$ cat config.mk
export PLATFORM = sky130hd
export DESIGN_NAME = spw_rx_queue_8x9_flat
export DESIGN_NICKNAME = d
export VERILOG_FILES = /design/src/rtl/spw_rx_queue_8x9_if.sv /design/src/rtl/spw_rx_queue_8x9.sv /design/src/flat_wrapper.sv
export SDC_FILE = /design/constraint.sdc
export NUM_CORES = 1
export LEC_CHECK = 0
export ABC_AREA = 1
export CAP_MARGIN = 20
export CORE_UTILIZATION = 45
export CTS_CLUSTER_DIAMETER = 80
export DETAILED_ROUTE_END_ITERATION = 10
export PLACE_DENSITY = 0.78
export SYNTH_ARGS = -nofsm -noshare
export SYNTH_HDL_FRONTEND = slang
export SYNTH_SLANG_ARGS = --single-unit
$ cat constraint.sdc
create_clock -name clk -period 2.7 [get_ports clk]
set_input_delay 0.54 -clock clk [delete_from_list [all_inputs] [get_ports clk]]
set_output_delay 0.54 -clock clk [all_outputs]
set_load 0.01 [all_outputs]
$ cat src/rtl/spw_rx_queue_8x9_if.sv
// ---------------------------------------------------------------------------
// spw_rx_queue_8x9_if
//
// Groups the character-input side and the Wishbone read side of the
// SpaceWire receive queue into one bundle.
//
//   master : drives nchar, lchar, char_i, stb_i; observes ack_o, dat_o,
//            full_o, empty_o (the link receiver + bus host side).
//   slave  : the queue itself.
//
// Signals:
//   nchar    char_i holds a data character this cycle
//   lchar    char_i holds a control character (code in char_i[1:0])
//   char_i   8-bit character payload
//   stb_i    Wishbone read strobe
//   ack_o    Wishbone acknowledge (registered), dat_o valid while high
//   dat_o    head entry {lchar flag, char}
//   full_o   all 8 slots occupied
//   empty_o  no slot occupied
// ---------------------------------------------------------------------------
interface spw_rx_queue_8x9_if;
  logic       nchar;
  logic       lchar;
  logic [7:0] char_i;
  logic       stb_i;
  logic       ack_o;
  logic [8:0] dat_o;
  logic       full_o;
  logic       empty_o;

  modport master (
    output nchar,
    output lchar,
    output char_i,
    output stb_i,
    input  ack_o,
    input  dat_o,
    input  full_o,
    input  empty_o
  );

  modport slave (
    input  nchar,
    input  lchar,
    input  char_i,
    input  stb_i,
    output ack_o,
    output dat_o,
    output full_o,
    output empty_o
  );
endinterface

$ cat src/rtl/spw_rx_queue_8x9.sv
// ---------------------------------------------------------------------------
// spw_rx_queue_8x9
//
// 8-entry x 9-bit receive FIFO for SpaceWire characters. Data characters
// (nchar) and EOP/EEP control characters (lchar codes 2'b01 / 2'b10) are
// stored; FCT (2'b00) and ESC (2'b11) are discarded. Each entry is
// {lchar flag, char}. The read side is a Wishbone B4 pipelined slave: ack_o
// follows stb_i by one cycle and dat_o always shows the head entry.
//
// Ports:
//   clk          system clock, rising edge
//   reset        asynchronous, active-high reset
//   bus          spw_rx_queue_8x9_if.slave (char input + Wishbone read)
//   occupied_tb  per-slot valid bits (debug)
//   rp_tb        read pointer (debug)
//   wp_tb        write pointer (debug)
//   we_tb        internal write enable (debug)
//   overrun_o    sticky dropped-character flag, only with QUEUE_OVERRUN_EN
//
// Optional feature macro: QUEUE_OVERRUN_EN
//   When defined, overrun_o is added. It is set whenever a storable
//   character arrives while the queue is full and nothing is popped in the
//   same cycle, and it is cleared only by reset.
// ---------------------------------------------------------------------------
module spw_rx_queue_8x9 (
  input  logic                     clk,
  input  logic                     reset,
  spw_rx_queue_8x9_if.slave        bus,
  output logic [7:0]               occupied_tb,
  output logic [2:0]               rp_tb,
  output logic [2:0]               wp_tb,
  output logic                     we_tb
`ifdef QUEUE_OVERRUN_EN
  ,
  output logic                     overrun_o
`endif
);

  // -------------------------------------------------------------------------
  // State
  // -------------------------------------------------------------------------
  logic [8:0] mem [0:7];
  logic [7:0] occupied_reg;
  logic [2:0] rp_reg;
  logic [2:0] wp_reg;
  logic       ack_reg;

  // -------------------------------------------------------------------------
  // Character filter and write/pop qualification
  // -------------------------------------------------------------------------
  logic       lchar_storable;
  logic       valid;
  logic [8:0] word;
  logic       full;
  logic       empty;
  logic       pop;
  logic       we;

  // Only EOP (2'b01) and EEP (2'b10) control codes are kept.
  assign lchar_storable = bus.lchar &
                          ((bus.char_i[1:0] == 2'b01) || (bus.char_i[1:0] == 2'b10));
  assign valid          = bus.nchar | lchar_storable;

  // nchar wins when both strobes are high, so the flag is simply ~nchar;
  // when nchar is low a valid character can only be an lchar.
  assign word  = {~bus.nchar, bus.char_i};

  assign full  = &occupied_reg;
  assign empty = ~|occupied_reg;

  // A pop happens on the edge that ends an ack cycle, so the head stays
  // stable on dat_o for the whole time ack_o is high.
  assign pop   = ack_reg & ~empty;

  // A full queue still accepts a character in the cycle a slot is freed.
  assign we    = valid & (~full | pop);

  // -------------------------------------------------------------------------
  // Per-slot occupancy. Set takes precedence over clear so that a
  // simultaneous pop and write on the same slot (full queue, rp == wp)
  // leaves the slot occupied.
  // -------------------------------------------------------------------------
  genvar gi;
  generate
    for (gi = 0; gi < 8; gi++) begin : g_slot
      logic set_slot;
      logic clr_slot;
      logic slot_reg;

      assign set_slot = we  && (wp_reg == 3'(gi));
      assign clr_slot = pop && (rp_reg == 3'(gi));

      always_ff @(posedge clk or posedge reset) begin
        if (reset) begin
          slot_reg <= 1'b0;
        end else if (set_slot) begin
          slot_reg <= 1'b1;
        end else if (clr_slot) begin
          slot_reg <= 1'b0;
        end
      end

      assign occupied_reg[gi] = slot_reg;
    end
  endgenerate

  // -------------------------------------------------------------------------
  // Pointers and acknowledge. Pointers are 3 bits and wrap 7 -> 0 naturally.
  // -------------------------------------------------------------------------
  always_ff @(posedge clk or posedge reset) begin
    if (reset) begin
      rp_reg  <= 3'd0;
      wp_reg  <= 3'd0;
      ack_reg <= 1'b0;
    end else begin
      ack_reg <= bus.stb_i;
      if (pop) begin
        rp_reg <= rp_reg + 3'd1;
      end
      if (we) begin
        wp_reg <= wp_reg + 3'd1;
      end
    end
  end

  // -------------------------------------------------------------------------
  // Storage. Contents survive reset; only occupancy says what is valid.
  // The head is read combinationally so dat_o tracks rp without latency.
  // -------------------------------------------------------------------------
  always_ff @(posedge clk) begin
    if (we) begin
      mem[wp_reg] <= word;
    end
  end

  assign bus.dat_o   = mem[rp_reg];
  assign bus.ack_o   = ack_reg;
  assign bus.full_o  = full;
  assign bus.empty_o = empty;

  // -------------------------------------------------------------------------
  // Optional sticky overrun flag
  // -------------------------------------------------------------------------
`ifdef QUEUE_OVERRUN_EN
  logic overrun_reg;

  always_ff @(posedge clk or posedge reset) begin
    if (reset) begin
      overrun_reg <= 1'b0;
    end else if (valid && full && !pop) begin
      overrun_reg <= 1'b1;
    end
  end

  assign overrun_o = overrun_reg;
`endif

  // -------------------------------------------------------------------------
  // Debug visibility
  // -------------------------------------------------------------------------
  assign occupied_tb = occupied_reg;
  assign rp_tb       = rp_reg;
  assign wp_tb       = wp_reg;
  assign we_tb       = we;

endmodule

$ cat src/flat_wrapper.sv
// flat-port wrapper written by rule: the top's interface ports become plain ports
module spw_rx_queue_8x9_flat 
  (clk, reset, occupied_tb, rp_tb, wp_tb, we_tb, bus_nchar, bus_lchar, bus_char_i, bus_stb_i, bus_ack_o, bus_dat_o, bus_full_o, bus_empty_o);
  spw_rx_queue_8x9_if bus_i ();
  input  logic clk;
  input  logic reset;
  output logic [7:0] occupied_tb;
  output logic [2:0] rp_tb;
  output logic [2:0] wp_tb;
  output logic we_tb;
  input wire logic [$bits(bus_i.nchar)-1:0] bus_nchar;
  input wire logic [$bits(bus_i.lchar)-1:0] bus_lchar;
  input wire logic [$bits(bus_i.char_i)-1:0] bus_char_i;
  input wire logic [$bits(bus_i.stb_i)-1:0] bus_stb_i;
  output wire logic [$bits(bus_i.ack_o)-1:0] bus_ack_o;
  output wire logic [$bits(bus_i.dat_o)-1:0] bus_dat_o;
  output wire logic [$bits(bus_i.full_o)-1:0] bus_full_o;
  output wire logic [$bits(bus_i.empty_o)-1:0] bus_empty_o;
  assign bus_i.nchar = bus_nchar;
  assign bus_i.lchar = bus_lchar;
  assign bus_i.char_i = bus_char_i;
  assign bus_i.stb_i = bus_stb_i;
  assign bus_ack_o = bus_i.ack_o;
  assign bus_dat_o = bus_i.dat_o;
  assign bus_full_o = bus_i.full_o;
  assign bus_empty_o = bus_i.empty_o;
  spw_rx_queue_8x9 u_core (.clk(clk), .reset(reset), .bus(bus_i), .occupied_tb(occupied_tb), .rp_tb(rp_tb), .wp_tb(wp_tb), .we_tb(we_tb));
endmodule
==> impl_metrics.toml, run 1 <==
[routing]
ant_nets = 0
drt_iter0_markers = 275
met2_length_microns = 3700
drc_errors = 0
wl_met1_microns = 3320
vias = 2587
dr.pass1.iters = 5
routed_wl_microns = 7840
maxUsedRoutingLayer = "met4"
route.met3.wl_microns = 605
viasPerCell = 5.26
wl_per_cell_microns = 15.9

[synthesis]
synth_top_family_by_area = "simple AND/OR/NAND/NOR gates"
synth_top_area_share_pct = 56.2
yosys-top-cells-area = "edfxtp_1, dfrtp_1, nand2_1"
ys_seq_area_share_pct = 66.0
synthMuxAreaShare_pct = 0
synth_xor_area_share_pct = 0.228
netlist_area_sq_um = 3850
ys_types = 23
synth_compound_area_share_pct = 9.56
syn_inst = 338
synth_fa_ha_area_share_pct = 3.90
synth_area_leader_cell = "edfxtp_1"
ys_warn_count = 0
ys_ff_latch = 87
synthSimpleGateAreaFrac_pct = 14.7
synth_area_per_cell_sq_um = 11.4
synth_nets = 363

[critical_path]
worstSetupPathType = "reg2out"
arrival_ps = 2050
path_common_cell = "nand2_1"
cp_num_buf_inv = 3
crit_slowest_cell = "clkdlybuf4s50_1"
critPathLaunchType = "register"
critical-path-top-delay-family = "buffers and inverters"
max_stage_delay_ps = 530
cp-end-kind = "output pin"
path_cells = "inv_4 > clkbuf_16 > nor2_1 > o22ai_1 > nand2_1 > nand2_1 > clkdlybuf4s50_1"
crit_path_max_fanout = 18
crit_required_ps = 2160

[cts]
holdBufCountCts = 0
cts_tree = "built"
clk_pin_slew_worst_paths_ps = 90
cts_buffers = 9
htree_levels = 3
cts_sinks = 87
insertion_delay_ps = 360
root_buffer = "clkbuf_8"
clock_path_buffers = 2

[sta]
timing.final.crit_share_pct = 96.1
rsz0062_at_grt = "false"
slew_headroom_pct = 62.8
fmax_ghz = 0.386
finalSetupTns_ps = 0
finalHoldViolCount = 0
clock_skew_ps = 9.67
slew_viol_final = 0
worst_slew_pin_slew_ps = 557
min_period_ps = 2590
setup_viol = 0

[placement]
dp_hpwl_microns = 4810
placed_area_sq_um = 4340
gp_congestion = 0.802
numPortBuffers = 39

[layout]
layout_common_cells = "edfxtp_1, nand2_1, nor2_1, o21ai_0, clkdlybuf4s50_1"
final_nets = 407
n_fill_cell = 695
largest_reg_flops = 72
final_core_util_pct = 55.4
diodes = 0
fin_area_sq_um = 4580
final_common_cell = "edfxtp_1"
area_growth_pct = 19.0
drive_above_1_share_pct = 11.6

[power_and_ir_drop]
powerDensity_nw_per_um2 = 1080
power_mw = 4.92
vdd_drop_max_mv = 0.474
p_leak_nw = 1.71

[floorplan]
rows = 33
pin_count = 40
die_height_microns = 94.5
die-width_microns = 94.5
coreArea_sq_um = 8260
design.die.area_sq_um = 8920
initial_core_util_pct = 46.6

[job]
cap_violations = 0

[hold_path]
min_path_type = "in2async"

[outcome]
status = "completed"

[global_routing]
track_usage_pct = 18.7
grt_max_degree = 37
grt_pass1_wl_microns = 12200
antenna_found_initial = 0
gr-total-overflow = 0
grt_pass1_vias = 2427
==> what timing repair did <==
item / 4_1_cts / 5_1_grt
buffers inserted: 0 / 1
gates resized for setup: 2 / 5
hold endpoints to repair: 0 / 0
endpoints found under the setup margin: 9 / 9
gates cloned: 0 / 1
==> final cells by class <==
cell class / count / area (sq um) / area share [%]
clock buffer: 9 / 124 / 2.71
timing repair buffer: 59 / 591 / 12.9
multi-input combinational: 213 / 1090 / 23.9
sequential: 87 / 2540 / 55.5
clock inverter: 7 / 51.3 / 1.12
inverter: 12 / 47.5 / 1.04
tap: 105 / 131 / 2.87
==> synth_stat cells <==
| cell type | count |
|---|---|
| xor2_1 | 1 |
| nand3_1 | 8 |
| clkbuf_1 | 7 |
| buf_6 | 4 |
| inv_1 | 11 |
| a21oi_1 | 1 |
| o21ai_4 | 1 |
| nor2_1 | 50 |
| nor2_2 | 3 |
| o21ai_0 | 45 |
| nand2_2 | 1 |
| nand4_1 | 2 |
| buf_2 | 5 |
| nand3b_1 | 6 |
| ha_1 | 12 |
| o21ai_2 | 1 |
| buf_4 | 10 |
| nand2_1 | 62 |
| inv_2 | 1 |
| o22ai_1 | 18 |
| edfxtp_1 | 72 |
| dfrtp_1 | 15 |
| nand2_4 | 2 |
==> logic make-up (layout without fill, tap and decap cells) <==
kind of cell,Yosys count,after routing
AOI/OAI and AO/OA,66,66
xor gates and xnor gates,1,1
adders and majority gates,12,12
buffers and inverters,38,87
DFF,87,87
and+or+nand+nor,134,134
==> layer usage <==
layer  GRT usage [%]  up-vias
met1            25.0     1215
li1                -     1253
met5               0        -
met4            10.4        0
met2            28.7      103
met3            3.54       16
==> final timing paths <==
| check | cells past startpoint | slack [ps] | endpoint | from |
|---|---|---|---|---|
| max reg2reg | 8 | 1030 | u_core.mem[3][4] | u_core.g_slot[5].slot_reg |
| min reg2reg | 2 | 580 | u_core.g_slot[6].slot_reg | u_core.g_slot[6].slot_reg |
| max | 7 | 110 | bus_dat_o[7] | u_core.rp_tb[0] |
| min in group clk | 2 | 580 | u_core.g_slot[6].slot_reg | u_core.g_slot[6].slot_reg |
| max in group asynchronous | 2 | 1770 | u_core.rp_tb[0] | reset |
| min | 2 | 530 | u_core.g_slot[3].slot_reg | reset |
==> worst reg2reg max path, stage by stage (launching register included) <==
cell and delay (ps):
dfrtp_1 430, nor2_1 120, nand2_1 110, o21ai_4 180, nand2_4 130, nand2_4 80, buf_4 150, nor2_1 50
buf_4 190
==> per-stage QoR <==
stage / hold WS (ps) / std cells / setup slack [ps]
after floorplan: 441 / 338 / 915
after global placement: 546 / 474 / 125
after detailed placement: 560 / 474 / 126
after CTS: 537 / 490 / 11.7
after global routing: 612 / 492 / 1.43
final: 533 / 492 / 106
==> report_power, final <==
part / internal [mW] / leakage, nW / switching [mW]
Sequential: 1.76 / 0.827 / 0.175
Combinational: 0.976 / 0.791 / 1.20
Clock: 0.343 / 0.0899 / 0.473
No activity file was read; power rests on OpenSTA's default activity.
==> run 2: changes to the inputs <==
--- a/config.mk
+++ b/config.mk
@@ -10,7 +10,9 @@
 export CORE_UTILIZATION = 45
 export CTS_CLUSTER_DIAMETER = 80
 export DETAILED_ROUTE_END_ITERATION = 10
+export GPL_TIMING_DRIVEN = 0
 export PLACE_DENSITY = 0.78
+export SLEW_MARGIN = 0
 export SYNTH_ARGS = -nofsm -noshare
 export SYNTH_HDL_FRONTEND = slang
 export SYNTH_SLANG_ARGS = --single-unit
==> constraint.sdc (replaced) <==
create_clock -name clk -period 3.1 [get_ports clk]
set_input_delay 0.62 -clock clk [delete_from_list [all_inputs] [get_ports clk]]
set_output_delay 0.62 -clock clk [all_outputs]
set_load 0.01 [all_outputs]
==> run 2 against run 1 <==
Sequential cell count unchanged. Sequential power decreased by 13%. Total power fell by 11%. Global-route usage rose by 1.3 points. Clock skew is 2.9 ps higher. Final area is essentially flat. Highest routed layer unchanged. Count of clock-buffer cells in the layout is the same. Cell count increased by 1.2%. First-iteration DRC count increased by 6.2%.
==> impl_metrics.toml, run 2 (synthesized netlist as in run 1, its figures left out) <==
[global_routing]
track_usage_pct = 20.0
grt_max_degree = 19
grt_pass1_vias = 2530
antenna_found_initial = 0
gr-total-overflow = 0
grt_pass1_wl_microns = 12900

[placement]
gp_congestion = 0.808
numPortBuffers = 39
dp_hpwl_microns = 5470
dp_slack_ps = 15.1

[cts]
clk_pin_slew_worst_paths_ps = 100
holdBufCountCts = 0
htree_levels = 3
cts_sinks = 87
cts_tree = "built"
cts_resized = 3
root_buffer = "clkbuf_8"
cts_buffers = 9
postCtsSetupBuffers = 0
clock_path_buffers = 2
insertion_delay_ps = 360

[power_and_ir_drop]
pwr-share-seq_pct = 38.2
swShare_pct = 38.8
clockPowerShare_pct = 17.8
combPwrFrac_pct = 44.0
intPower_mw = 2.69
p_leak_nw = 1.72
vdd_drop_max_mv = 0.576
p_switching_mw = 1.71
powerDensity_nw_per_um2 = 961

[layout]
area_growth_pct = 18.9
n_fill_cell = 700
diodes = 0
layout_common_cells = "edfxtp_1, nand2_1, nor2_1, o21ai_0, clkdlybuf4s50_1"
final_core_util_pct = 55.4
drive_above_1_share_pct = 12.5
largest_reg_flops = 72
ff_latch_area_sq_um = 2540
final_common_cell = "edfxtp_1"
multiInputGateArea_sq_um = 1090
final_nets = 413

[critical_path]
rr_worst_depth = 6
crit_slowest_cell = "clkdlybuf4s50_1"
cp-end-kind = "output pin"
max_stage_delay_ps = 530
worstSetupPathType = "reg2out"
arrival_ps = 2370
crit_path_max_fanout = 10
critPathLaunchType = "register"
crit_required_ps = 2480
path_cells = "buf_4 > inv_2 > buf_4 > buf_6 > nor2_1 > o22ai_1 > nand2_1 > nand2_1 > clkdlybuf4s50_1"

[routing]
viasPerCell = 5.47
wl_per_cell_microns = 16.8
vias = 2723
drt_iter0_markers = 292
ant_nets = 0
routed_wl_microns = 8390
dr.pass1.iters = 5
drc_errors = 0

[floorplan]
coreArea_sq_um = 8260
die_height_microns = 94.5
initial_core_util_pct = 46.6
die-width_microns = 94.5
design.die.area_sq_um = 8920
rows = 33
pin_count = 40

[sta]
holdWs_ps = 575
clock_skew_ps = 12.6
setup_viol = 0
worst_slew_pin_slew_ps = 1050
finalSetupTns_ps = 0
worst_slack_ps = 106
slew_viol_final = 0
rsz0062_at_grt = "false"
timing.final.crit_share_pct = 96.6
fmax_ghz = 0.334
slew_headroom_pct = 29.7
finalHoldViolCount = 0
min_period_ps = 2990

[hold_path]
whs_path_depth = 2
min_path_type = "reg2reg"

[outcome]
status = "completed"

[job]
cap_violations = 0
[run 2: changes by cell type in the layout (fill, tap and decap cells not counted), moves of 2 or more]
cell / previous run / this run
inv_8: 1 / 4
buf_6: 2 / 4
buf_2: 0 / 5
clkbuf_2: 0 / 4
inv_6: 3 / 1
buf_12: 2 / 0
clkbuf_1: 0 / 2
buf_4: 15 / 10
[run 2: stage by stage]
step | total power, mW | instance area, sq um | instances
2_1_floorplan | 2.80 | 3850 | 338
6_report | 4.39 | 4570 | 498
5_1_grt | 4.65 | 4570 | 498
4_1_cts | 4.38 | 4570 | 498
3_5_place_dp | 3.60 | 4370 | 482
3_3_place_gp | 3.55 | 4370 | 482
[run 2: layer usage]
metal,vias to the layer above,GRT usage (%),part of all wire (%)
met1,1315,26.4,42
met5,-,0,0
li1,1272,-,-
met2,117,31.8,49
met4,0,11.0,2.6
met3,19,2.90,6.6
[run 2: path summary, 6_finish.rpt]
check	start	endpoint	slack, ps
max in group asynchronous	reset	u_core.wp_tb[0]	2140
hold / removal	u_core.g_slot[7].slot_reg	u_core.g_slot[7].slot_reg	580
setup reg to reg	u_core.g_slot[5].slot_reg	u_core.mem[4][7]	940
hold reg to reg	u_core.g_slot[7].slot_reg	u_core.g_slot[7].slot_reg	580
setup / recovery	u_core.rp_tb[0]	bus_dat_o[6]	110
min in group asynchronous	reset	u_core.wp_tb[2]	590
[run 2: cell type report]
class | count | share of cell area (%)
sequential | 87 | 55.5
clock inverter | 7 | 1.53
multi-input combinational | 213 | 23.9
inverter | 12 | 0.985
tap | 105 | 2.87
clock buffer | 9 | 2.71
buffer | 26 | 3.94
timing repair buffer | 39 | 8.59
[run 2: power by group through the flow]
stage               Clock, mW  Sequential (mW)  Combinational (mW)
finish                  0.782             1.68                1.93
global route            0.831             1.71                2.11
CTS                     0.784             1.68                1.92
detailed placement          0             1.70                1.90
global placement            0             1.69                1.85
floorplan                   0             1.68                1.12
[run 2: critical path: cells and delay by family (launching register included)]
family | cells | cell delay (ps)
flip-flops | 1 | 440
AO/OA/AOI/OAI | 1 | 160
AND/OR/NAND/NOR | 3 | 260
buffers and inverters | 5 | 1140
==> run 3: changes to the inputs <==
--- a/config.mk
+++ b/config.mk
@@ -12,6 +12,7 @@
 export DETAILED_ROUTE_END_ITERATION = 10
 export GPL_TIMING_DRIVEN = 0
 export PLACE_DENSITY = 0.78
+export REMOVE_ABC_BUFFERS = 1
 export SLEW_MARGIN = 0
 export SYNTH_ARGS = -nofsm -noshare
 export SYNTH_HDL_FRONTEND = slang
==> run 3 against run 2 <==
Utilization shrank 1.3 points. Register-to-register slack worse by 70 ps. Global-route usage shrank 0.96 points. Worst setup slack improved by 26 ps. Final area is 2.3% lower. Total power decreased by 2.4%. Fmax grew 0.89%. Non-clock buffer count fell by 24. Via count shrank 7.7%. Count of clock-buffer cells in the layout grew 1. Largest cell class unchanged. Cell count fell by 4.6%.
==> impl_metrics.toml, run 3 (synthesized netlist as in run 1, its figures left out) <==
[outcome]
status = "completed"

[sta]
clock_skew_ps = 9.86
setup_viol = 0
timing.final.crit_share_pct = 95.7
fmax_ghz = 0.337
worst_slew_pin_slew_ps = 1050
finalHoldViolCount = 0
slew_headroom_pct = 30.0
slew_viol_final = 0
min_period_ps = 2970
finalSetupTns_ps = 0
rsz0062_at_grt = "false"

[power_and_ir_drop]
pwr-share-seq_pct = 42.0
swShare_pct = 36.7
clockPowerShare_pct = 19.9
combPwrFrac_pct = 38.1
powerDensity_nw_per_um2 = 960
vdd_drop_max_mv = 0.462
intPower_mw = 2.72
p_leak_nw = 1.61
p_switching_mw = 1.57

[layout]
diodes = 0
final_nets = 390
fin_cells = 475
final_common_cell = "edfxtp_1"
area_growth_pct = 16.2
layout_common_cells = "edfxtp_1, nand2_1, nor2_1, o21ai_0, clkdlybuf4s50_1"
fin_area_sq_um = 4470
largest_reg_flops = 72
drive_above_1_share_pct = 8.11

[routing]
routed_wl_microns = 7870
vias = 2513
drt_iter0_markers = 129
ant_nets = 0
dr.pass1.iters = 4
drc_errors = 0
viasPerCell = 5.29
wl_per_cell_microns = 16.6

[placement]
dp_hpwl_microns = 4650
dp.cells = 457
numPortBuffers = 39
gp_congestion = 0.831
placed_area_sq_um = 4220

[cts]
clock_path_buffers = 2
cts_tree = "built"
root_buffer = "clkbuf_8"
insertion_delay_ps = 360
htree_levels = 3
cts_buffers = 9
cts_sinks = 87
clk_pin_slew_worst_paths_ps = 90
holdBufCountCts = 0

[critical_path]
crit_required_ps = 2480
rr_worst_depth = 6
worstSetupPathType = "reg2out"
critical-path-top-delay-family = "buffers and inverters"
path_cells = "clkinvlp_4 > o21ai_0 > o22ai_1 > nand2_1 > nand2_1 > clkdlybuf4s50_1"
crit_start = "u_core.rp_tb[1]"
path_depth = 6
regToRegEndpoint = "u_core.mem[6][1]"
critPathLaunchType = "register"
max_stage_delay_ps = 690
path_common_cell = "nand2_1"
crit_slowest_cell = "dfrtp_2"
cp-end-kind = "output pin"
arrival_ps = 2350
r2r_start = "u_core.g_slot[5].slot_reg"
r2r_slack_ps = 870
cp_num_buf_inv = 2
crit_path_max_fanout = 23

[hold_path]
whs_path_depth = 2
min_path_type = "reg2reg"
hold_start = "u_core.g_slot[4].slot_reg"
min_to = "u_core.g_slot[4].slot_reg"

[floorplan]
pin_count = 40
coreArea_sq_um = 8260
rows = 33
design.die.area_sq_um = 8920
initial_core_util_pct = 46.6
die_height_microns = 94.5
die-width_microns = 94.5

[global_routing]
antenna_found_initial = 0
track_usage_pct = 19.0
grt_pass1_wl_microns = 12400
grt_pass1_vias = 2414
grt_max_degree = 40
gr-total-overflow = 0

[job]
cap_violations = 0
## run 3: layout make-up
class	count	area, sq um
multi-input cells	213	1100
repair inverters	1	7.51
well taps	105	131
inverters	12	51.3
repair buffers	41	425
fillers	706	3790
flip-flops and latches	87	2540
clock inverters	6	85.1
clock buffers	10	128
## run 3: worst register-to-register path, cell delays in order, from the launching register on
cell and delay, ps:
dfrtp_1 400, nor2_1 60, nand2_1 120, o21ai_4 140, nand2_4 170, nand3_1 170
nor2_1 790
## run 3: power groups by stage
stage	Clock [mW]	Sequential, mW	Combinational, mW
after floorplan	0	1.79	0.846
after global placement	0	1.83	1.51
after detailed placement	0	1.81	1.63
after CTS	0.854	1.79	1.64
after global routing	0.911	1.84	1.83
final	0.854	1.80	1.63
## run 3: layer usage
layer	vias up	global-route usage, %	share of wire, %
li1	1216	-	-
met1	1213	24.6	42
met2	75	31.4	50
met3	9	4.03	6.1
met4	0	7.45	1.5
met5	-	0	0
## run 3: worst max path at each step
stage                            end  slack [ps]
CTS                     bus_dat_o[1]          10
detailed placement  u_core.mem[2][5]        -250
global placement        bus_dat_o[3]        -270
global route            bus_dat_o[1]          10
finish                  bus_dat_o[1]         130
floorplan               bus_dat_o[0]         770
## run 3: through the flow
stage               setup slack, ps  hold WS [ps]  power, mW  utilization [%]
floorplan                       770           521       2.63                -
global placement               -270           556       3.35             50.8
detailed placement             -250           566       3.44             51.2
CTS                            13.8           586       4.29             54.0
global route                   13.0           623       4.58             54.1
finish                          133           584       4.29             54.1
## run 3: what timing repair did
| item | CTS | global route |
|---|---|---|
| pin swaps | 1 | 0 |
| endpoints found under the setup margin | 10 | 9 |
| buffers inserted | 1 | 0 |
| resized for setup | 5 | 2 |
| cloned | 0 | 1 |
